## config.mk

```make
export PLATFORM = sky130hd
export DESIGN_NAME = fetch_unit
export DESIGN_NICKNAME = d
export VERILOG_FILES = /design/src/rtl/picomips_pkg.sv /design/src/rtl/pc_target.sv /design/src/rtl/fetch_unit.sv
export SDC_FILE = /design/constraint.sdc
export NUM_CORES = 1
export LEC_CHECK = 0
export CAP_MARGIN = 5
export CORE_ASPECT_RATIO = 1.1
export CORE_MARGIN = 3
export CORE_UTILIZATION = 40
export CTS_CLUSTER_DIAMETER = 120
export DETAILED_ROUTE_END_ITERATION = 6
export HOLD_SLACK_MARGIN = 0.02
export PLACE_DENSITY = 0.82
export REMOVE_ABC_BUFFERS = 1
export SYNTH_ARGS = -nofsm -noshare
export SYNTH_HDL_FRONTEND = slang
export SYNTH_SLANG_ARGS = --single-unit
```

## constraint.sdc

```tcl
create_clock -name clk -period 2.7 [get_ports clk]
set_input_delay 0.54 -clock clk [delete_from_list [all_inputs] [get_ports clk]]
set_output_delay 0.54 -clock clk [all_outputs]
set_load 0.01 [all_outputs]
```

## src/rtl/picomips_pkg.sv

```systemverilog
// rtl/picomips_pkg.sv - shared picoMIPS types, opcode constants and default widths
package picomips_pkg;

    localparam int PC_WIDTH_DEF     = 8;
    localparam int INSTR_WIDTH_DEF  = 20;
    localparam int OPCODE_WIDTH_DEF = 6;

    // Opcode the decoder treats as "do nothing"; driven whenever the fetch slot is empty.
    localparam logic [OPCODE_WIDTH_DEF-1:0] OP_NOP = 6'b000000;

    typedef enum logic [1:0] {
        FILL  = 2'd0,
        RUN   = 2'd1,
        FLUSH = 2'd2
    } fetch_state_t;

endpackage

```

## src/rtl/pc_target.sv

```systemverilog
// rtl/pc_target.sv - branch target selection with modulo address arithmetic
module pc_target
    import picomips_pkg::*;
#(
    parameter int PC_WIDTH = PC_WIDTH_DEF
) (
    input  logic                abs_branch,
    input  logic [PC_WIDTH-1:0] pc,
    input  logic [PC_WIDTH-1:0] branch_target,
    input  logic [PC_WIDTH-1:0] branch_offset,
    output logic [PC_WIDTH-1:0] target
);

    // Absolute wins when both requests are present; relative offset is taken from the
    // branching instruction's own pc and wraps naturally at PC_WIDTH bits.
    always_comb begin
        target = abs_branch ? branch_target : (pc + branch_offset);
    end

endmodule

```

## src/rtl/fetch_unit.sv

```systemverilog
// rtl/fetch_unit.sv - picoMIPS instruction fetch stage with one-slot branch squash
module fetch_unit
    import picomips_pkg::*;
#(
    parameter int PC_WIDTH     = PC_WIDTH_DEF,
    parameter int INSTR_WIDTH  = INSTR_WIDTH_DEF,
    parameter int OPCODE_WIDTH = OPCODE_WIDTH_DEF
) (
    input  logic                    clk,
    input  logic                    nReset,
    input  logic                    stall,
    input  logic                    PC_abs_branch,
    input  logic                    PC_rel_branch,
    input  logic                    PC_incr,
    input  logic [PC_WIDTH-1:0]     branch_target,
    input  logic [PC_WIDTH-1:0]     branch_offset,
    output logic [PC_WIDTH-1:0]     imem_addr,
    output logic                    imem_en,
    input  logic [INSTR_WIDTH-1:0]  imem_rdata,
    output logic [INSTR_WIDTH-1:0]  instr,
    output logic [OPCODE_WIDTH-1:0] opcode,
    output logic                    instr_valid,
    output logic [PC_WIDTH-1:0]     pc
);

    fetch_state_t        state, state_next;
    logic [PC_WIDTH-1:0] fetch_q, fetch_next;
    logic [PC_WIDTH-1:0] pc_q;
    logic [PC_WIDTH-1:0] target;
    logic                redirect;
    logic                unused_incr;

    // The decoder's sequential hint carries no information we need.
    assign unused_incr = PC_incr;

    pc_target #(.PC_WIDTH(PC_WIDTH)) u_pc_target (
        .abs_branch    (PC_abs_branch),
        .pc            (pc_q),
        .branch_target (branch_target),
        .branch_offset (branch_offset),
        .target        (target)
    );

    // Only a real instruction may redirect; squashed/fill slots ignore decoder controls.
    assign redirect = (state == RUN) & ~stall & (PC_abs_branch | PC_rel_branch);

    // State and address registers; stall freezes everything, reset overrides stall.
    always_ff @(posedge clk) begin
        if (!nReset) begin
            state   <= FILL;
            fetch_q <= '0;
            pc_q    <= '0;
        end else if (!stall) begin
            state   <= state_next;
            fetch_q <= fetch_next;
            pc_q    <= fetch_q;
        end
    end

    // Next-state and next fetch address selection.
    always_comb begin
        state_next = state;
        fetch_next = fetch_q + 1'b1;
        case (state)
            FILL:    state_next = RUN;
            RUN: begin
                if (redirect) begin
                    state_next = FLUSH;
                    fetch_next = target;
                end
            end
            FLUSH:   state_next = RUN;
            default: state_next = FILL;
        endcase
    end

    // Decoder-facing outputs; an empty slot presents zero data and the NOP opcode.
    always_comb begin
        instr_valid = (state == RUN);
        instr       = '0;
        opcode      = OPCODE_WIDTH'(OP_NOP);
        if (instr_valid) begin
            instr  = imem_rdata;
            opcode = imem_rdata[INSTR_WIDTH-1 -: OPCODE_WIDTH];
        end
    end

    assign imem_addr = fetch_q;
    assign imem_en   = ~stall;
    assign pc        = pc_q;

endmodule

```

==> flow_summary.ini, run 1 <==
[placed_design]
dpl_cell_area_um2 = 2260
gp_congestion = 0.820
port_buffers = 84
dpl.hpwl_um = 3550

[finish]
multi_input_area_um2 = 940
fin_area_um2 = 2290
layout.nets = 310
ff_latch_area_um2 = 360
areaGrowthSynthToFinish_pct = 61.5
antenna_cells = 0
nFillCells = 301
drive_above_1_share_pct = 6.98

[floorplan]
rows = 22
io_pins = 86
die_area_um2 = 4300
fp.dieH_um = 68.5
initial_utilization_pct = 41.9
die_x_um = 62.8
core_area_um2 = 3390

[global_route]
grt-ovfl-total = 0
antenna_found_initial = 0
grtUsageTotal_pct = 21.6
grt_start_max_net_pins = 25
first_global_vias = 1487
grt_pass1_wl_um = 7370

[timing]
tns_ns = 0
slew_headroom_pct = 65.0
setup_viol = 0
hold_viol_final = 0
rsz0062_at_grt = no
clock_skew_ns = 0.00573
period_share_pct = 87.0
tightest_slew_ns = 0.525
fmax_ghz = 0.426
period_minus_slack_ns = 2.35
maxSlewViolCount = 0

[critical_path]
critical_path_class = flip-flop to primary output
crit_fanout = 24
r2r_slack_ns = 0.76
crit_required_ns = 2.16
worstSetupEndpointType = primary output
critPathArrivalTime_ns = 1.81
start_kind = flip-flop

[yosys]
synth-main-ff-cell = dfxtp_1
ys_seq_elements = 18
synth_edf_count = 0
yosysUniqueCellTypes = 45
synthCells = 181
synth_warnings = 0
avgSynthCellArea_um2 = 7.85
synth_seq_area_share_pct = 25.4
async_reset_ff_share_pct = 0
syn_area_um2 = 1420

[power_and_ir_drop]
peakVddDrop_mv = 0.364
p_leak_uw = 0.000880
pwr_density_cell_nw_per_um2 = 325

[cts]
clk_pin_slew_worst_paths_ns = 0.12
cts_hold_buf = 0
post_cts_buffers = 0
clock-root-buffer = clkbuf_4
cts_made_buffers = 3
cts_sinks = 18
cts_resized = 0
cts_tree = yes
clk_latency_ns = 0.30
htree_levels = 1
clk_path_buf_depth = 2

[run_status]
status = finished clean

[detailed_routing]
drt-total-wl_um = 4540
drtIter0Drc = 97
drc_errors = 0
vias_per_cell = 5.23
postRouteAntennaNets = 0
drt-pass1-iter-count = 4
dr_total_vias = 1600
wl_per_cell_um = 14.8

[hold_path]
hp-class = flip-flop to flip-flop

[flow_run]
maxCapViolCount = 0
Yosys cell counts (all sizes together) (2+ instances only):
| master | count | area (µm²) |
|---|---|---|
| and2 | 20 | 125 |
| and4 | 3 | 26.3 |
| nand2 | 17 | 63.8 |
| mux2i | 8 | 80.1 |
| a21oi | 14 | 73.8 |
| nor3 | 2 | 10.0 |
| nor2 | 15 | 58.8 |
| nand3b | 2 | 15.0 |
| a21o | 4 | 30.0 |
| o21ai | 12 | 63.8 |
| nor4 | 2 | 12.5 |
| or3 | 2 | 12.5 |
| dfxtp | 18 | 360 |
| o211ai | 2 | 15.0 |
| clkbuf | 3 | 11.3 |
| ha | 8 | 100 |
| nand4 | 2 | 12.5 |
| nand3 | 6 | 30.0 |
| buf | 11 | 75.1 |
| a211oi | 3 | 27.5 |
| a31oi | 2 | 12.5 |
| inv | 9 | 33.8 |
through the flow:
stage                     utilization (%)  std cells  hold slack [ns]  setup slack, ns  power [µW]
after global placement               66.7        302            0.468            0.181         569
after floorplan                         -        167            0.477            0.808         409
after global routing                 67.7        306            0.530            0.231         786
after CTS                            67.7        306            0.491            0.325         747
after detailed placement             66.7        302            0.473           0.0960         573
final                                67.7        306            0.491            0.351         745
worst max-delay path, stage by stage (launching register included):
cell and delay (ns):
dfxtp_1 0.41, nand2b_4 0.08, inv_2 0.23, and2_1 0.21, clkdlybuf4s50_1 0.56
registers in the layout, indices dropped and copies added, names as in the netlist:
| register | cells |
|---|---|
| pc | 8 |
| state | 2 |
| imem_addr | 8 |
path summary, 6_finish.rpt:
| path | end | depth (start not counted) | startpoint |
|---|---|---|---|
| setup / recovery | instr[15] | 4 | state[0] |
| hold / removal | pc[0] | 2 | pc[0] |
| setup reg to reg | imem_addr[2] | 8 | pc[0] |
| hold reg to reg | pc[0] | 2 | pc[0] |
area by class of cell:
cell class / instances / share of cell area [%]
Clock buffer: 4 / 1.58
Inverter: 9 / 1.47
Multi-Input combinational cell: 140 / 41.0
Sequential cell: 18 / 15.7
Tap cell: 48 / 2.62
Timing Repair Buffer: 87 / 37.6
cell families after synthesis:
family                   count (synthesis)  synth area share (%)
XOR/XNOR                                 2                  1.23
AO/OA/AOI/OAI                           44                  20.4
flip-flops                              18                  25.4
adder cells (fa/ha/maj)                  9                  8.46
AND/OR/NAND/NOR                         77                  30.4
buffers and inverters                   23                  8.46
multiplexers                             8                  5.64
power breakdown:
group / leakage (µW) / internal, µW / switching [µW]
registers: 0.000147 / 279 / 17.2
logic: 0.000712 / 159 / 113
clock network: 0.0000210 / 82.3 / 94.1
total: 0.000880 / 520 / 225
cells in the final DEF (no fill, tap or decap), types with 2 or more instances in the layout:
cell type	n
clkdlybuf4s50_1	84
and2_1	20
dfxtp_1	18
nand2_1	17
nor2_1	14
a21oi_1	13
o21ai_0	10
inv_1	8
mux2i_1	8
ha_1	8
nand3_1	6
a21o_1	4
and4_1	3
clkbuf_4	3
buf_4	3
or3_1	2
a31oi_1	2
nand4_1	2
nor3_1	2
a211oi_1	2
nor4_1	2
nand3b_1	2
o211ai_1	2
routing by layer:
metal,GRT usage (%),vias up,wire (µm)
li1,-,790,-
met1,25.7,745,1900
met2,42.2,59,2390
met3,3.57,6,217
met4,2.75,0,25
met5,0,-,0
(Power assumes the default switching activity.)
==> inputs of run 2 (changes only) <==
Settings changed: ABC_AREA from default to 1, PLACE_DENSITY 0.82 to 0.81.
==> flow_summary.ini, run 2 <==
[run_status]
status = finished clean

[critical_path]
reg2regPathDepth = 12
crit_required_ns = 2.16
worstSetupEndpointType = primary output
rr_endpoint = imem_addr[6]
r2r_slack_ns = 0.96
start_kind = flip-flop
crit_fanout = 22
crit_chain = inv_2, nor2_4, inv_2, nor2_1, clkdlybuf4s50_1
critical_path_class = flip-flop to primary output
timing.rr.start = pc[0]
cpMostUsedCell = inv_2
critPathArrivalTime_ns = 1.75
worst_path_max_delay_cell = clkdlybuf4s50_1
max_stage_delay_ns = 0.57

[yosys]
synth_edf_count = 0
async_reset_ff_share_pct = 0
synth_seq_area_share_pct = 23.9
syn_area_um2 = 1510
yosysMostFrequentCell = nand2_1
netlist.area_leader.share_pct = 23.9
synthTopCellsByCount = nand2_1 (48), nor2_1 (44), inv_1 (42)
synth_warnings = 0
synth_area_leaders = dfxtp_1 (24%), nand2_1 (12%), nor2_1 (11%), inv_1 (10%), ha_1 (6.6%)
yosysTopAreaCell = dfxtp_1
avgSynthCellArea_um2 = 6.09
synth-main-ff-cell = dfxtp_1
synthCells = 248
yosysUniqueCellTypes = 31
ys_seq_elements = 18

[cts]
cts_sinks = 18
post_cts_buffers = 0
cts_made_buffers = 3
cts_hold_buf = 0
cts_resized = 0
htree_levels = 1
clk_pin_slew_worst_paths_ns = 0.09
cts_tree = yes
clock-root-buffer = clkbuf_4
clk_latency_ns = 0.30
clk_path_buf_depth = 2

[global_route]
first_global_vias = 1606
grt_start_max_net_pins = 23
antenna_found_initial = 0
grtUsageTotal_pct = 19.6
met3_usage_pct = 2.41
grtUsageMet1_pct = 23.4
grt-ovfl-total = 0
grt-busiest-layer = met2
grt_pass1_wl_um = 7200
grtUsageMet2_pct = 36.1

[timing]
tightest_slew_ns = 0.467
fmax_ghz = 0.437
clock_skew_ns = 0.00301
slew_headroom_pct = 68.7
maxSlewViolCount = 0
tns_ns = 0
period_minus_slack_ns = 2.29
rsz0062_at_grt = no
setup_viol = 0
period_share_pct = 84.7
setup_slack_ns = 0.412
hold_viol_final = 0

[finish]
layout.nets = 375
areaGrowthSynthToFinish_pct = 56.1
drive_above_1_share_pct = 4.66
final_cell_mix = clkdlybuf4s50_1 (84), nand2_1 (48), nor2_1 (44)
layout_commonest_cell = clkdlybuf4s50_1
antenna_cells = 0

[detailed_routing]
drt-total-wl_um = 4330
dr_total_vias = 1685
postRouteAntennaNets = 0
vias_per_cell = 4.55
drtIter0Drc = 48
wl_per_cell_um = 11.7
drc_errors = 0
drt-pass1-iter-count = 4

[placed_design]
gp_congestion = 0.785
dpl.hpwl_um = 3530
post-place-ws_ns = 0.326
port_buffers = 84

[floorplan]
fp.dieH_um = 70.4
die_x_um = 64.6
io_pins = 86
initial_utilization_pct = 43.5
rows = 22
die_area_um2 = 4550
core_area_um2 = 3470

[hold_path]
holdPathStages = 1
min_from = state[0]
hold_end = state[0]
hp-class = flip-flop to flip-flop

[power_and_ir_drop]
p_leak_uw = 0.00112
pwr_density_cell_nw_per_um2 = 321
peakVddDrop_mv = 0.193

[flow_run]
maxCapViolCount = 0
[run 2: power by group]
part	leakage [µW]	internal, µW	switching (µW)
sequential	0.000148	284	20.8
clock	0.0000138	52.0	80.9
combinational	0.000956	171	148
total	0.00112	507	250
[run 2: metrics by stage]
stage | hold WS (ns) | cells | utilization (%) | cell area, µm² | power [µW]
floorplan | 0.446 | 233 | - | 1420 | 453
CTS | 0.488 | 370 | 68.0 | 2360 | 764
global placement | 0.462 | 367 | 67.3 | 2330 | 626
global route | 0.523 | 370 | 68.0 | 2360 | 807
detailed placement | 0.475 | 367 | 67.3 | 2330 | 632
finish | 0.485 | 370 | 68.0 | 2360 | 756
[run 2: routing by layer]
layer,up-vias,wire length [µm]
met2,36,2300
met5,-,0
met4,0,53
met3,5,167
met1,730,1810
li1,914,-
[run 2: worst max path at each step]
stage | startpoint | to | slack, ns | depth (start not counted)
6_report | state[0] | instr[14] | 0.41 | 5
5_1_grt | state[0] | instr[14] | 0.28 | 5
4_1_cts | state[0] | instr[14] | 0.40 | 5
3_5_place_dp | branch_offset[0] | imem_addr[6] | 0.33 | 13
3_3_place_gp | branch_offset[0] | imem_addr[6] | 0.35 | 13
2_1_floorplan | branch_offset[0] | imem_addr[4] | 0.96 | 10
[run 2: cell type report]
| cell class | count | area, µm² |
|---|---|---|
| Clock buffer | 3 | 22.5 |
| Fill cell | 342 | 1110 |
| Inverter | 46 | 173 |
| Multi-Input combinational cell | 169 | 886 |
| Sequential cell | 18 | 360 |
| Tap cell | 48 | 60.1 |
| Timing Repair Buffer | 86 | 856 |
[run 2: logic make-up after synthesis]
family	count (synthesis)	synth area share (%)
compound gates	45	16.7
xor+xnor	4	2.32
flops	18	23.9
simple gates	111	31.6
buf+inv	61	17.5
fa+ha+maj	9	7.95
[run 2: worst max-delay path: cells and delay by family, from the launching register on]
family | cells | cell delay (ns)
flops | 1 | 0.37
buf+inv | 3 | 0.79
simple gates | 2 | 0.28
